==> config.mk <==
export PLATFORM = sky130hd
export DESIGN_NAME = prog_loader
export DESIGN_NICKNAME = d
export VERILOG_FILES = /design/src/rtl/prog_loader.sv
export SDC_FILE = /design/constraint.sdc
export NUM_CORES = 1
export LEC_CHECK = 0
export CAP_MARGIN = 25
export CORE_MARGIN = 1.5
export CORE_UTILIZATION = 45
export DETAILED_ROUTE_END_ITERATION = 10
export GPL_TIMING_DRIVEN = 0
export PLACE_DENSITY = 0.72
export SYNTH_ARGS = -nofsm -noshare
export SYNTH_HDL_FRONTEND = slang
export SYNTH_SLANG_ARGS = --single-unit
==> constraint.sdc <==
create_clock -name clk -period 2.55 [get_ports clk]
set_input_delay 0.255 -clock clk [delete_from_list [all_inputs] [get_ports clk]]
set_output_delay 0.255 -clock clk [all_outputs]
set_load 0.03 [all_outputs]
==> src/rtl/prog_loader.sv <==
// Program-memory loader: frames a 16-bit valid/ready stream (count, halfword pairs, checksum)
// into 32-bit instruction writes. Optional idle timeout is enabled by LOADER_TIMEOUT_EN.
module prog_loader #(
  parameter int unsigned DEPTH   = 16,
  parameter int unsigned AW      = 4,
  parameter int unsigned TIMEOUT = 1024
) (
  input  logic          clk,
  input  logic          sys_rst,
  input  logic          start,
  input  logic [15:0]   din,
  input  logic          din_valid,
  output logic          din_ready,
  output logic          imem_we,
  output logic [AW-1:0] imem_addr,
  output logic [31:0]   imem_wdata,
  output logic          cpu_hold,
  output logic          load_done,
  output logic          load_err,
  output logic [1:0]    err_code
);

  typedef enum logic [2:0] {
    S_IDLE, S_HDR, S_HI, S_LO, S_WRITE, S_CSUM, S_DONE, S_ERR
  } state_t;

  localparam logic [AW:0] CntOne = 1;

  state_t      state, nxt;
  logic [1:0]  err_cause;
  logic [AW:0] n_q, cnt;
  logic [15:0] sum, hi_q;
  logic        xfer, waiting, bad_count, last_word, timed_out;

  assign xfer      = din_valid & din_ready;
  assign waiting   = (state == S_HDR) || (state == S_HI) || (state == S_LO) || (state == S_CSUM);
  assign bad_count = (din == '0) || (din > 16'(DEPTH));
  assign last_word = (cnt + CntOne) == n_q;

`ifdef LOADER_TIMEOUT_EN
  localparam int unsigned IW = $clog2(TIMEOUT + 1);
  logic [IW-1:0] idle_cnt;

  assign timed_out = waiting && !xfer && (idle_cnt == IW'(TIMEOUT - 1));

  // Restarts on every transfer and whenever the state changes, so each wait is timed afresh.
  always_ff @(posedge clk) begin
    if (sys_rst || xfer || !waiting || (nxt != state)) idle_cnt <= '0;
    else                                               idle_cnt <= idle_cnt + 1'b1;
  end
`else
  logic unused_timeout;
  assign timed_out      = 1'b0;
  assign unused_timeout = ^TIMEOUT;
`endif

  always_comb begin
    nxt       = state;
    err_cause = 2'd0;
    case (state)
      S_IDLE, S_DONE, S_ERR: if (start) nxt = S_HDR;
      S_HDR: if (xfer) begin
        if (bad_count) begin
          nxt       = S_ERR;
          err_cause = 2'd1;
        end else begin
          nxt = S_HI;
        end
      end
      S_HI:    if (xfer) nxt = S_LO;
      S_LO:    if (xfer) nxt = S_WRITE;
      S_WRITE: nxt = last_word ? S_CSUM : S_HI;
      S_CSUM: if (xfer) begin
        if (din == sum) begin
          nxt = S_DONE;
        end else begin
          nxt       = S_ERR;
          err_cause = 2'd2;
        end
      end
      default: nxt = S_IDLE;
    endcase
    if (timed_out) begin
      nxt       = S_ERR;
      err_cause = 2'd3;
    end
  end

  // Outputs are registered from the next state so they line up with the state they describe.
  always_ff @(posedge clk) begin
    if (sys_rst) begin
      state      <= S_IDLE;
      din_ready  <= 1'b0;
      imem_we    <= 1'b0;
      imem_addr  <= '0;
      imem_wdata <= '0;
      cpu_hold   <= 1'b0;
      load_done  <= 1'b0;
      load_err   <= 1'b0;
      err_code   <= '0;
      sum        <= '0;
      hi_q       <= '0;
      n_q        <= '0;
      cnt        <= '0;
    end else begin
      state     <= nxt;
      din_ready <= (nxt == S_HDR) || (nxt == S_HI) || (nxt == S_LO) || (nxt == S_CSUM);
      imem_we   <= (nxt == S_WRITE);
      cpu_hold  <= !((nxt == S_IDLE) || (nxt == S_DONE));
      load_done <= (nxt == S_DONE);
      load_err  <= (nxt == S_ERR);
      if (nxt != S_ERR)       err_code <= '0;
      else if (state != S_ERR) err_code <= err_cause;

      case (state)
        S_HDR: if (xfer) begin
          sum <= din;
          n_q <= din[AW:0];
          cnt <= '0;
        end
        S_HI: if (xfer) begin
          hi_q <= din;
          sum  <= sum + din;
        end
        S_LO: if (xfer) begin
          sum        <= sum + din;
          imem_addr  <= cnt[AW-1:0];
          imem_wdata <= {hi_q, din};
        end
        S_WRITE: cnt <= cnt + CntOne;
        default: ;
      endcase
    end
  end

endmodule

==> summary.md, run 1 <==
| Metric | Value |
|---|---|
| Status | finished clean |
| Initial antenna violation count | 0 |
| Layout cells sized above 1 | 0.0870 |
| Initial core utilization | 0.470 |
| Reg2Reg Capture Point | err_code[0] |
| # setup viols final | 0 |
| Clock Skew | a little under 0.01 ns |
| IO Port Bufs | 62 |
| Setup WS pre-CTS | -0.401 ns |
| Share of the synthesized area in the top cell type | 0.400 |
| Drt pass-1 iters | 5 |
| Critical Path End Type | flip-flop |
| Number of vias per cell | approximately 5.6 |
| Number of flops mapped to enable cells by yosys | 0 |
| Post-CTS setup buffer count | 0 |
| DR DRC count | 0 |
| # diodes | 0 |
| Mapped Avg Cell Area | 7.93 um2 |
| Area leader, netlist | dfxtp_1 |
| Routed vias | ~4,300 |
| Core ar. | roughly 9400 um2 |
| GRT Residual Overflow | 0 |
| Die X-Extent | 102 um |
| Worst Slack Setup Final | about 0.14 ns |
| Met3 wire length | 765 um |
| Util after Layout | 0.577 |
| Async SR Flop Fraction | 0 |
| Final #Nets | around 670 |
| Length of routed met2 wiring | between 5000 and 6000 um |
| Lkg Pwr | between 1.5 and 2 nW |
| Min Tclk post-route | between 2 and 2.5 ns |
| Routed wire per std cell | between 15 and 20 um |
| Ys flop type | dfxtp_1 |
| Period utilization | 0.945 |
| First DRT Iteration DRCs | ~230 |
| Die area | 10,400 um2 |
| Clk root buf | clkbuf_8 |
| Die Ht | roughly 100 um |
| Worst setup endpoint | err_code[0] |
| Yosys reg bits | 88 |
| RSZ-0062 raised after global routing | false |
| Required @ worst endpoint | ~2.8 ns |
| Syn Nets | between 500 and 600 |
| Final Max Tran Viols | 0 |
| DP HPWL | between 8000 and 9000 um |
| Clk sinks | between 80 and 90 |
| Met1 Routed Length | ~5700 um |
| Cell with the most instances after synthesis | nand2_1 |
| Hold Path Depth | 3 |
| Vias in the first global route | ~4,000 |
| Clk buf depth | 2 |
| Synth Warn # | 0 |
| Ports | 63 |
| Fin. Hold Viols | 0 |
| Maxcap violations | 0 |
| Crit Reg-Reg Startpoint | sum[11] |
| Post-synth cell types | 59 |
| Crit. Startpoint | din[13] |
| GRT Util Overall | 0.240 |
| Placed Cells | between 700 and 800 |
| Worst hold path type | in -> reg |
| Routed Antenna Nets | 0 |
| R2r setup slk | around 0.22 ns |
| Max Used Layer | met4 |
| Largest net degree at the start of global routing | 16 |
| Netlist Area Pre-Place | between 4000 and 5000 um2 |
| CTS buffer count | 9 |
| Slew @ Worst Pin | 0.652 ns |
| Synthesized instance count | about 560 |
| FMAX | slightly above 0.4 GHz |
| Worst-path clk slew | around 0.090 ns |
| Global-route wire length before repair | a little under 20,000 um |
| CTS tree | yes |
| # hold bufs at CTS | 0 |
| H-Tree Depth | 3 |
| Row count | 35 |
| Clk_lat worst skew | 0.36 ns |
| PwrDens | about 590 nW/um2 |
| Final non-filler cell total | between 700 and 800 |
| Crit Path Max Fanout | 6 |
| Routed wire length | approximately 12,000 um |
| Critical Path AT | ~2.6 ns |
| Area Growth Syn to Fin | 22.9% |
| Most common library cells after synthesis | nand2_1 (153), dfxtp_1 (88), a21oi_1 (76) |
| CP Launch Type | input pin |
| WS Path Type | in -> reg |
| VDD IR max | about 0.00034 V |
| Largest cells by area after synthesis | dfxtp_1 (40%), nand2_1 (13%), a21oi_1 (8.6%) |
| Seq/Total Area, Yosys | 0.400 |
| Reg2Reg Depth | 9 |
| Placer Congestion | between 0.8 and 0.9 |
| Slew margin rel. | 0.565 |
## how the worst min path moves through the flow
stage / from / end / slack [ns]
final: din[10] / hi_q[10] / 0.31
after global routing: din[8] / imem_wdata[8] / 0.32
after CTS: din[11] / imem_wdata[11] / 0.42
after detailed placement: hi_q[11] / imem_wdata[27] / 0.44
after global placement: hi_q[12] / imem_wdata[28] / 0.44
after floorplan: din[0] / hi_q[0] / 0.39
## worst max-delay path, cell delays in order
cell	delay, ns
clkdlybuf4s50_1	0.56
ha_1	0.45
or4_4	0.44
nor4_2	0.16
nand4_1	0.17
nand3_2	0.14
a41oi_1	0.19
nand4b_1	0.21
a21oi_1	0.06
## cells by family (layout without fill, tap and decap cells)
| group | after synthesis | in the layout | share of synthesized area |
|---|---|---|---|
| fa+ha+maj | 18 | 18 | 0.0529 |
| mux | 8 | 8 | 0.0196 |
| compound gates | 143 | 143 | 0.207 |
| flops | 88 | 88 | 0.400 |
| xor+xnor | 17 | 17 | 0.0338 |
| buf+inv | 42 | 119 | 0.0426 |
| simple gates | 239 | 239 | 0.244 |
## flip-flops by register name, indices dropped and copies added (netlist names)
signal,flops
load_err,1
err_code,2
n_q,5
imem_addr,4
cpu_hold,1
din_ready,1
cnt,5
hi_q,16
imem_wdata,32
imem_we,1
state,3
sum,16
load_done,1
## final cells by class
class / count / area (um2)
plain buffers: 32 / 150
clock buffers: 9 / 124
clock inverters: 6 / 93.8
fillers: 926 / 3960
inverters: 10 / 37.5
multi-input cells: 425 / 2460
flip-flops and latches: 88 / 1760
well taps: 129 / 161
repair buffers: 62 / 626
## where the power goes
group | internal (mW) | switching [mW]
Sequential | 1.42 | 0.0321
Combinational | 0.266 | 0.405
Clock | 0.554 | 0.526
Total | 2.24 | 0.963
## through the flow
step / hold slack, ns / instance area [um2] / TNS, ns / total power [mW]
2_1_floorplan: 0.391 / 4400 / 0 / 1.95
3_3_place_gp: 0.443 / 5180 / -4.08 / 2.13
3_5_place_dp: 0.444 / 5180 / -4.37 / 2.15
4_1_cts: 0.417 / 5400 / 0 / 3.21
5_1_grt: 0.323 / 5410 / 0 / 3.33
6_report: 0.313 / 5410 / 0 / 3.21
## layout by cell type (no fill, tap or decap), drive strengths merged, types with 4 or more instances in the layout
master,count
and3,4
nand3,11
a21o,4
a211oi,9
a311oi,5
mux2i,6
o21a,4
a31oi,8
nor4,6
xnor2,12
clkdlybuf4s50,57
clkbuf,28
nand4,6
nand2,154
nand2b,7
buf,13
a21oi,76
xor2,5
nor3,9
dfxtp,88
nor2,28
inv,11
ha,17
a31o,4
o21ai,15
## per-layer routing
metal | GRT usage | vias to the layer above
met4 | 0.0738 | 0
li1 | - | 2070
met2 | 0.399 | 165
met5 | 0 | -
met3 | 0.0390 | 26
met1 | 0.320 | 1997
## what timing repair did
item	CTS	global route
endpoints found under the setup margin	2	13
resized for setup	2	4
hold endpoints to repair	0	0
(Power assumes the default switching activity.)
==> run 2, diff against run 1 <==
- CORE_ASPECT_RATIO: unset -> 1.75
==> summary.md, run 2 (synthesis results as in run 1) <==
| Metric | Value |
|---|---|
| # setup viols final | 0 (unchanged) |
| Ports | 63 (unchanged) |
| Clk_lat worst skew | 0.34 ns (was 0.36 ns) |
| CP Buf/Inv Count | 1 (unchanged) |
| Part of the power in registers | 0.417 (was 0.454) |
| Global-route wire length before repair | 19,500 um (was 19,400 um) |
| Max incr delay on CP | 0.59 ns (was 0.56 ns) |
| Fillers | 865 (was 926) |
| Critical Path End Type | flip-flop (unchanged) |
| CP delay by family, top | compound AO/OA/AOI/OAI gates (was simple AND/OR/NAND/NOR gates) |
| Placer Congestion | 0.908 (was 0.895) |
| Final Max Tran Viols | 0 (unchanged) |
| Critical Path, Cell by Cell | clkdlybuf4s50_1 > ha_1 > nor2b_1 > o21a_1 > o21ai_2 > a311oi_2 > o21ai_2 > o31ai_1 > a311oi_1 (was clkdlybuf4s50_1 > ha_1 > or4_4 > nor4_2 > nand4_1 > nand3_2 > a41oi_1 > nand4b_1 > a21oi_1) |
| Clk root buf | clkbuf_16 (was clkbuf_8) |
| Int Pwr | 2.51 mW (was 2.24 mW) |
| Util after Layout | 0.582 (was 0.577) |
| VDD IR max | 0.000358 V (was 0.000345 V) |
| Drt pass-1 iters | 5 (unchanged) |
| Final instance area | 5510 um2 (was 5410 um2) |
| RSZ-0062 raised after global routing | false (unchanged) |
| Fin. Hold Viols | 0 (unchanged) |
| Biggest regs | imem_wdata (32), hi_q (16), sum (16) (unchanged) |
| CTS tree | yes (unchanged) |
| Maxcap violations | 0 (unchanged) |
| IO Port Bufs | 62 (unchanged) |
| Placed inst area | 5180 um2 (about the same) |
| Clock Skew | 0.00680 ns (was 0.00987 ns) |
| Slew @ Worst Pin | 0.660 ns (was 0.652 ns) |
| Sw frac | 0.282 (was 0.300) |
| Row count | 47 (was 35) |
| Required @ worst endpoint | 2.79 ns (was 2.78 ns) |
| Area of the multi-input gates | 2470 um2 (was 2460 um2) |
| Initial core utilization | 0.465 (was 0.470) |
| Final #Nets | 667 (was 666) |
| GRT Residual Overflow | 0 (unchanged) |
| Period utilization | 0.970 (was 0.945) |
| Area Growth Syn to Fin | 25.1% (was 22.9%) |
| CP Launch Type | input pin (unchanged) |
| CTS buffer count | 9 (unchanged) |
| DR DRC count | 0 (unchanged) |
| First DRT Iteration DRCs | 247 (was 232) |
| Combinational power share | 0.195 (was 0.209) |
| Worst-path clk slew | 0.06 ns (was 0.09 ns) |
| Reg2Reg Depth | 9 (unchanged) |
| Slowest CP cell | clkdlybuf4s50_1 (unchanged) |
| Reg2Reg Capture Point | sum[14] (was err_code[0]) |
| Clk buf depth | 2 (unchanged) |
| Sequential cell area | 1760 um2 (unchanged) |
| H-Tree Depth | 3 (unchanged) |
| Hold Path Depth | 3 (unchanged) |
| # hold bufs at CTS | 0 (unchanged) |
| Core ar. | 9470 um2 (was 9370 um2) |
| FMAX | 0.404 GHz (was 0.415 GHz) |
| Max FFs per register | 32 (unchanged) |
| # diodes | 0 (unchanged) |
| Most frequent cells in the layout | nand2_1 (153), dfxtp_1 (88), a21oi_1 (76), clkdlybuf4s50_1 (56), nor2_1 (26) (was nand2_1 (153), dfxtp_1 (88), a21oi_1 (76), clkdlybuf4s50_1 (57), nor2_1 (26)) |
| Crit Reg-Reg Startpoint | sum[0] (was sum[11]) |
| Routed wire length | 12,500 um (was 12,200 um) |
| Lkg Pwr | 1.96 nW (was 1.92 nW) |
| Clk sinks | 88 (unchanged) |
| PwrDens | 635 nW/um2 (was 592 nW/um2) |
| Min Tclk post-route | 2.47 ns (was 2.41 ns) |
| Switching Power | 0.988 mW (was 0.963 mW) |
| Vias in the first global route | 3,934 (was 3,956) |
| DP HPWL | 9220 um (was 8890 um) |
| Status | finished clean (unchanged) |
| Routed vias | 4,243 (was 4,258) |
| Die area | 10,400 um2 (about the same) |
| Crit Path Max Fanout | 6 (unchanged) |
| Worst hold path type | in -> reg (unchanged) |
| Routed Antenna Nets | 0 (unchanged) |
| Number of vias per cell | 5.61 (was 5.60) |
| Critical Path AT | 2.72 ns (was 2.64 ns) |
| Largest Register | imem_wdata (unchanged) |
| Clk pwr share | 0.389 (was 0.337) |
| Hold path startpoint | din[10] (unchanged) |
| Most common cell after layout, fill and taps aside | nand2_1 (unchanged) |
| Layout cells sized above 1 | 0.0915 (was 0.0870) |
| GRT Util Overall | 0.243 (was 0.240) |
| Die X-Extent | 77.8 um (was 102 um) |
| WS Path Type | in -> reg (unchanged) |
| Routed wire per std cell | 16.5 um (was 16.0 um) |
| Hold EP | hi_q[10] (unchanged) |
| Die Ht | 134 um (was 102 um) |
| R2r setup slk | 0.20 ns (was 0.22 ns) |
| Critical path's most frequent cell | o21ai_2 |
| Largest net degree at the start of global routing | 15 (was 16) |
| Initial antenna violation count | 0 (unchanged) |
| Slew margin rel. | 0.560 (was 0.565) |
| Worst hold slack | 0.364 ns (was 0.313 ns) |
## run 2: worst max path at each step
stage                        to  slack [ns]  depth (start not counted)    start
detailed placement      sum[14]       -0.53                         10   din[0]
global placement        sum[14]       -0.46                         10   din[0]
global route            sum[10]        0.02                          9   din[2]
floorplan               sum[14]        0.47                          9   sum[0]
finish                  sum[10]        0.08                          9   din[2]
CTS                 err_code[0]        0.04                          9  din[10]
## run 2: metal layers
layer	vias up	track usage	part of all wire
met5	-	0	0
met1	1962	0.259	0.38
met2	165	0.450	0.52
met3	35	0.0476	0.060
li1	2081	-	-
met4	0	0.110	0.032
## run 2: final cells by class
cell class | count | area share
Inverter | 10 | 0.00681
Clock inverter | 4 | 0.00931
Multi-Input combinational cell | 425 | 0.449
Timing Repair Buffer | 63 | 0.114
Buffer | 32 | 0.0273
Sequential cell | 88 | 0.320
Tap cell | 122 | 0.0277
Clock buffer | 12 | 0.0466
## run 2: through the flow
| step | std cells | worst slack (ns) | TNS [ns] | power [mW] |
|---|---|---|---|---|
| after floorplan | 555 | 0.473 | 0 | 1.95 |
| after global placement | 739 | -0.456 | -5.17 | 2.14 |
| after detailed placement | 739 | -0.531 | -5.55 | 2.15 |
| after CTS | 755 | 0.0403 | 0 | 3.50 |
| after global routing | 756 | 0.0165 | 0 | 3.64 |
| final | 756 | 0.0754 | 0 | 3.50 |
## run 2: timing repair
item	CTS	global route
pin swaps	0	1
resized for setup	5	4
endpoints found under the setup margin	7	5
buffers inserted	0	1
## run 2: power by group through the flow
stage	logic (mW)	registers, mW	clock network, mW
2_1_floorplan	0.451	1.50	0
3_3_place_gp	0.654	1.48	0
3_5_place_dp	0.664	1.49	0
4_1_cts	0.667	1.46	1.37
5_1_grt	0.737	1.46	1.44
6_report	0.681	1.46	1.36
## run 2: tightest hold or removal path, stage by stage
cell	delay [ns]
dlymetal6s2s_1	0.24
nand2_1	0.10
a21oi_1	0.05
==> run 3, diff against run 2 <==
- CORE_MARGIN: 1.5 -> 2
==> summary.md, run 3 (synthesis results as in run 1) <==
| Metric | Value |
|---|---|
| Slew @ Worst Pin | 0.674 ns (was 0.660 ns) |
| Die X-Extent | 78.8 um (was 77.8 um) |
| Period utilization | 0.926 (was 0.970) |
| Largest Register | imem_wdata (unchanged) |
| Most frequent cells in the layout | nand2_1 (153), dfxtp_1 (88), a21oi_1 (76), clkdlybuf4s50_1 (55), nor2_1 (26) (was nand2_1 (153), dfxtp_1 (88), a21oi_1 (76), clkdlybuf4s50_1 (56), nor2_1 (26)) |
| Util after Layout | 0.578 (was 0.582) |
| Final #Nets | 666 (was 667) |
| Critical Path End Type | flip-flop (unchanged) |
| CP Launch Type | flip-flop (was input pin) |
| Die Ht | 135 um (was 134 um) |
| Routed vias | 4,273 (was 4,243) |
| VDD IR max | 0.000358 V (about the same) |
| Setup WS pre-CTS | -0.478 ns (was -0.531 ns) |
| Int Pwr | 2.37 mW (was 2.51 mW) |
| Part of the power in registers | 0.427 (was 0.417) |
| R2r setup slk | 0.19 ns (was 0.20 ns) |
| Crit Reg-Reg Startpoint | sum[11] (was sum[0]) |
| Biggest regs | imem_wdata (32), hi_q (16), sum (16) (unchanged) |
| DR DRC count | 0 (unchanged) |
| # hold bufs at CTS | 0 (unchanged) |
| Crit Path Max Fanout | 9 (was 6) |
| Global-route wire length before repair | 19,800 um (was 19,500 um) |
| GRT Util Overall | 0.241 (was 0.243) |
| Routed Antenna Nets | 0 (unchanged) |
| H-Tree Depth | 3 (unchanged) |
| Initial core utilization | 0.465 (unchanged) |
| TNS Setup | 0 ns (unchanged) |
| Layout cells sized above 1 | 0.0932 (was 0.0915) |
| Maxcap violations | 0 (unchanged) |
| Clk_lat worst skew | 0.35 ns (was 0.34 ns) |
| Final Max Tran Viols | 0 (unchanged) |
| Fin. Hold Viols | 0 (unchanged) |
| Vias in the first global route | 4,102 (was 3,934) |
| GRT Residual Overflow | 0 (unchanged) |
| # setup viols final | 0 (unchanged) |
| Worst setup endpoint | din_ready (was sum[10]) |
| IO Port Bufs | 62 (unchanged) |
| WS Path Type | reg -> reg (was in -> reg) |
| Ports | 63 (unchanged) |
| Required @ worst endpoint | 2.77 ns (was 2.79 ns) |
| Worst hold path type | in -> reg (unchanged) |
| Combinational power share | 0.198 (was 0.195) |
| Crit. Startpoint | sum[11] (was din[2]) |
| Clock Skew | 0.00743 ns (was 0.00680 ns) |
| CTS buffer count | 9 (unchanged) |
| PwrDens | 622 nW/um2 (was 635 nW/um2) |
| Number of vias per cell | 5.66 (was 5.61) |
| Slew margin rel. | 0.551 (was 0.560) |
| FMAX | 0.423 GHz (was 0.404 GHz) |
| Initial antenna violation count | 0 (unchanged) |
| Reg2Reg Capture Point | din_ready (was sum[14]) |
| RSZ-0062 raised after global routing | false (unchanged) |
| Clk pwr share | 0.375 (was 0.389) |
| Clk buf depth | 2 (unchanged) |
| Switching Power | 1.04 mW (was 0.988 mW) |
| Most common cell after layout, fill and taps aside | nand2_1 (unchanged) |
| Status | finished clean (unchanged) |
| Routed wire length | 12,400 um (was 12,500 um) |
| Clk sinks | 88 (unchanged) |
| Sw frac | 0.305 (was 0.282) |
| Critical Path AT | 2.58 ns (was 2.72 ns) |
| Reg2Reg Depth | 9 (unchanged) |
| Max FFs per register | 32 (unchanged) |
| # diodes | 0 (unchanged) |
| DP HPWL | 9330 um (was 9220 um) |
| Lkg Pwr | 1.94 nW (was 1.96 nW) |
| Routed wire per std cell | 16.4 um (was 16.5 um) |
| Worst Slack Setup Final | 0.187 ns (was 0.0754 ns) |
| Area Growth Syn to Fin | 24.3% (was 25.1%) |
| Drt pass-1 iters | 4 (was 5) |
| Row count | 47 (unchanged) |
| Placer Congestion | 0.904 (was 0.908) |
| Worst-path clk slew | 0.07 ns (was 0.06 ns) |
| Die area | 10,600 um2 (was 10,400 um2) |
| Largest net degree at the start of global routing | 18 (was 15) |
| First DRT Iteration DRCs | 257 (was 247) |
| CTS tree | yes (unchanged) |
| Core ar. | 9470 um2 (unchanged) |
| Clk root buf | clkbuf_16 (unchanged) |
| Min Tclk post-route | 2.36 ns (was 2.47 ns) |
run 3: worst min path at each step:
stage	start	to	slack (ns)	cells past startpoint
after global placement	hi_q[2]	imem_wdata[18]	0.44	2
after detailed placement	hi_q[12]	imem_wdata[28]	0.44	2
after floorplan	din[0]	hi_q[0]	0.39	2
final	din[0]	n_q[0]	0.30	3
after global routing	din[0]	imem_wdata[0]	0.30	3
after CTS	din[11]	hi_q[11]	0.41	3
run 3: repair_timing:
action	4_1_cts	5_1_grt
resized for setup	5	7
setup endpoints to repair	8	6
setup buffers	0	0
run 3: final cells by class:
| type | count | area (um2) |
|---|---|---|
| Fill cell | 866 | 4000 |
| Inverter | 10 | 37.5 |
| Clock inverter | 7 | 65.1 |
| Multi-Input combinational cell | 425 | 2460 |
| Tap cell | 122 | 153 |
| Sequential cell | 88 | 1760 |
| Timing Repair Buffer | 62 | 619 |
| Clock buffer | 9 | 225 |
| Buffer | 32 | 150 |
run 3: metal layers:
metal	up-vias	track usage	routed length, um
met1	1999	0.264	4690
li1	2082	-	-
met3	50	0.0348	621
met2	142	0.430	6420
met4	0	0.151	684
met5	-	0	0
run 3: power by group through the flow:
stage / clock, mW / sequential, mW / combinational [mW]
2_1_floorplan: 0 / 1.50 / 0.451
3_3_place_gp: 0 / 1.48 / 0.652
5_1_grt: 1.35 / 1.46 / 0.735
4_1_cts: 1.30 / 1.45 / 0.669
3_5_place_dp: 0 / 1.48 / 0.665
6_report: 1.28 / 1.45 / 0.674
run 3: per-stage QoR:
step                      total power [mW]  std cells  hold slack, ns  area, um2
after CTS                             3.42        755           0.409       5460
final                                 3.41        755           0.296       5470
after detailed placement              2.15        739           0.445       5180
after floorplan                       1.95        555           0.391       4400
after global placement                2.13        739           0.440       5180
after global routing                  3.54        755           0.298       5470
run 3: critical path, stage by stage (launching register included):
cell and delay (ns):
dfxtp_1 0.33, ha_1 0.28, buf_6 0.14, or4_4 0.50, nor4_2 0.16, nand4_1 0.22
nand3_2 0.17, a41o_2 0.23, mux2_4 0.15, nor2_2 0.03
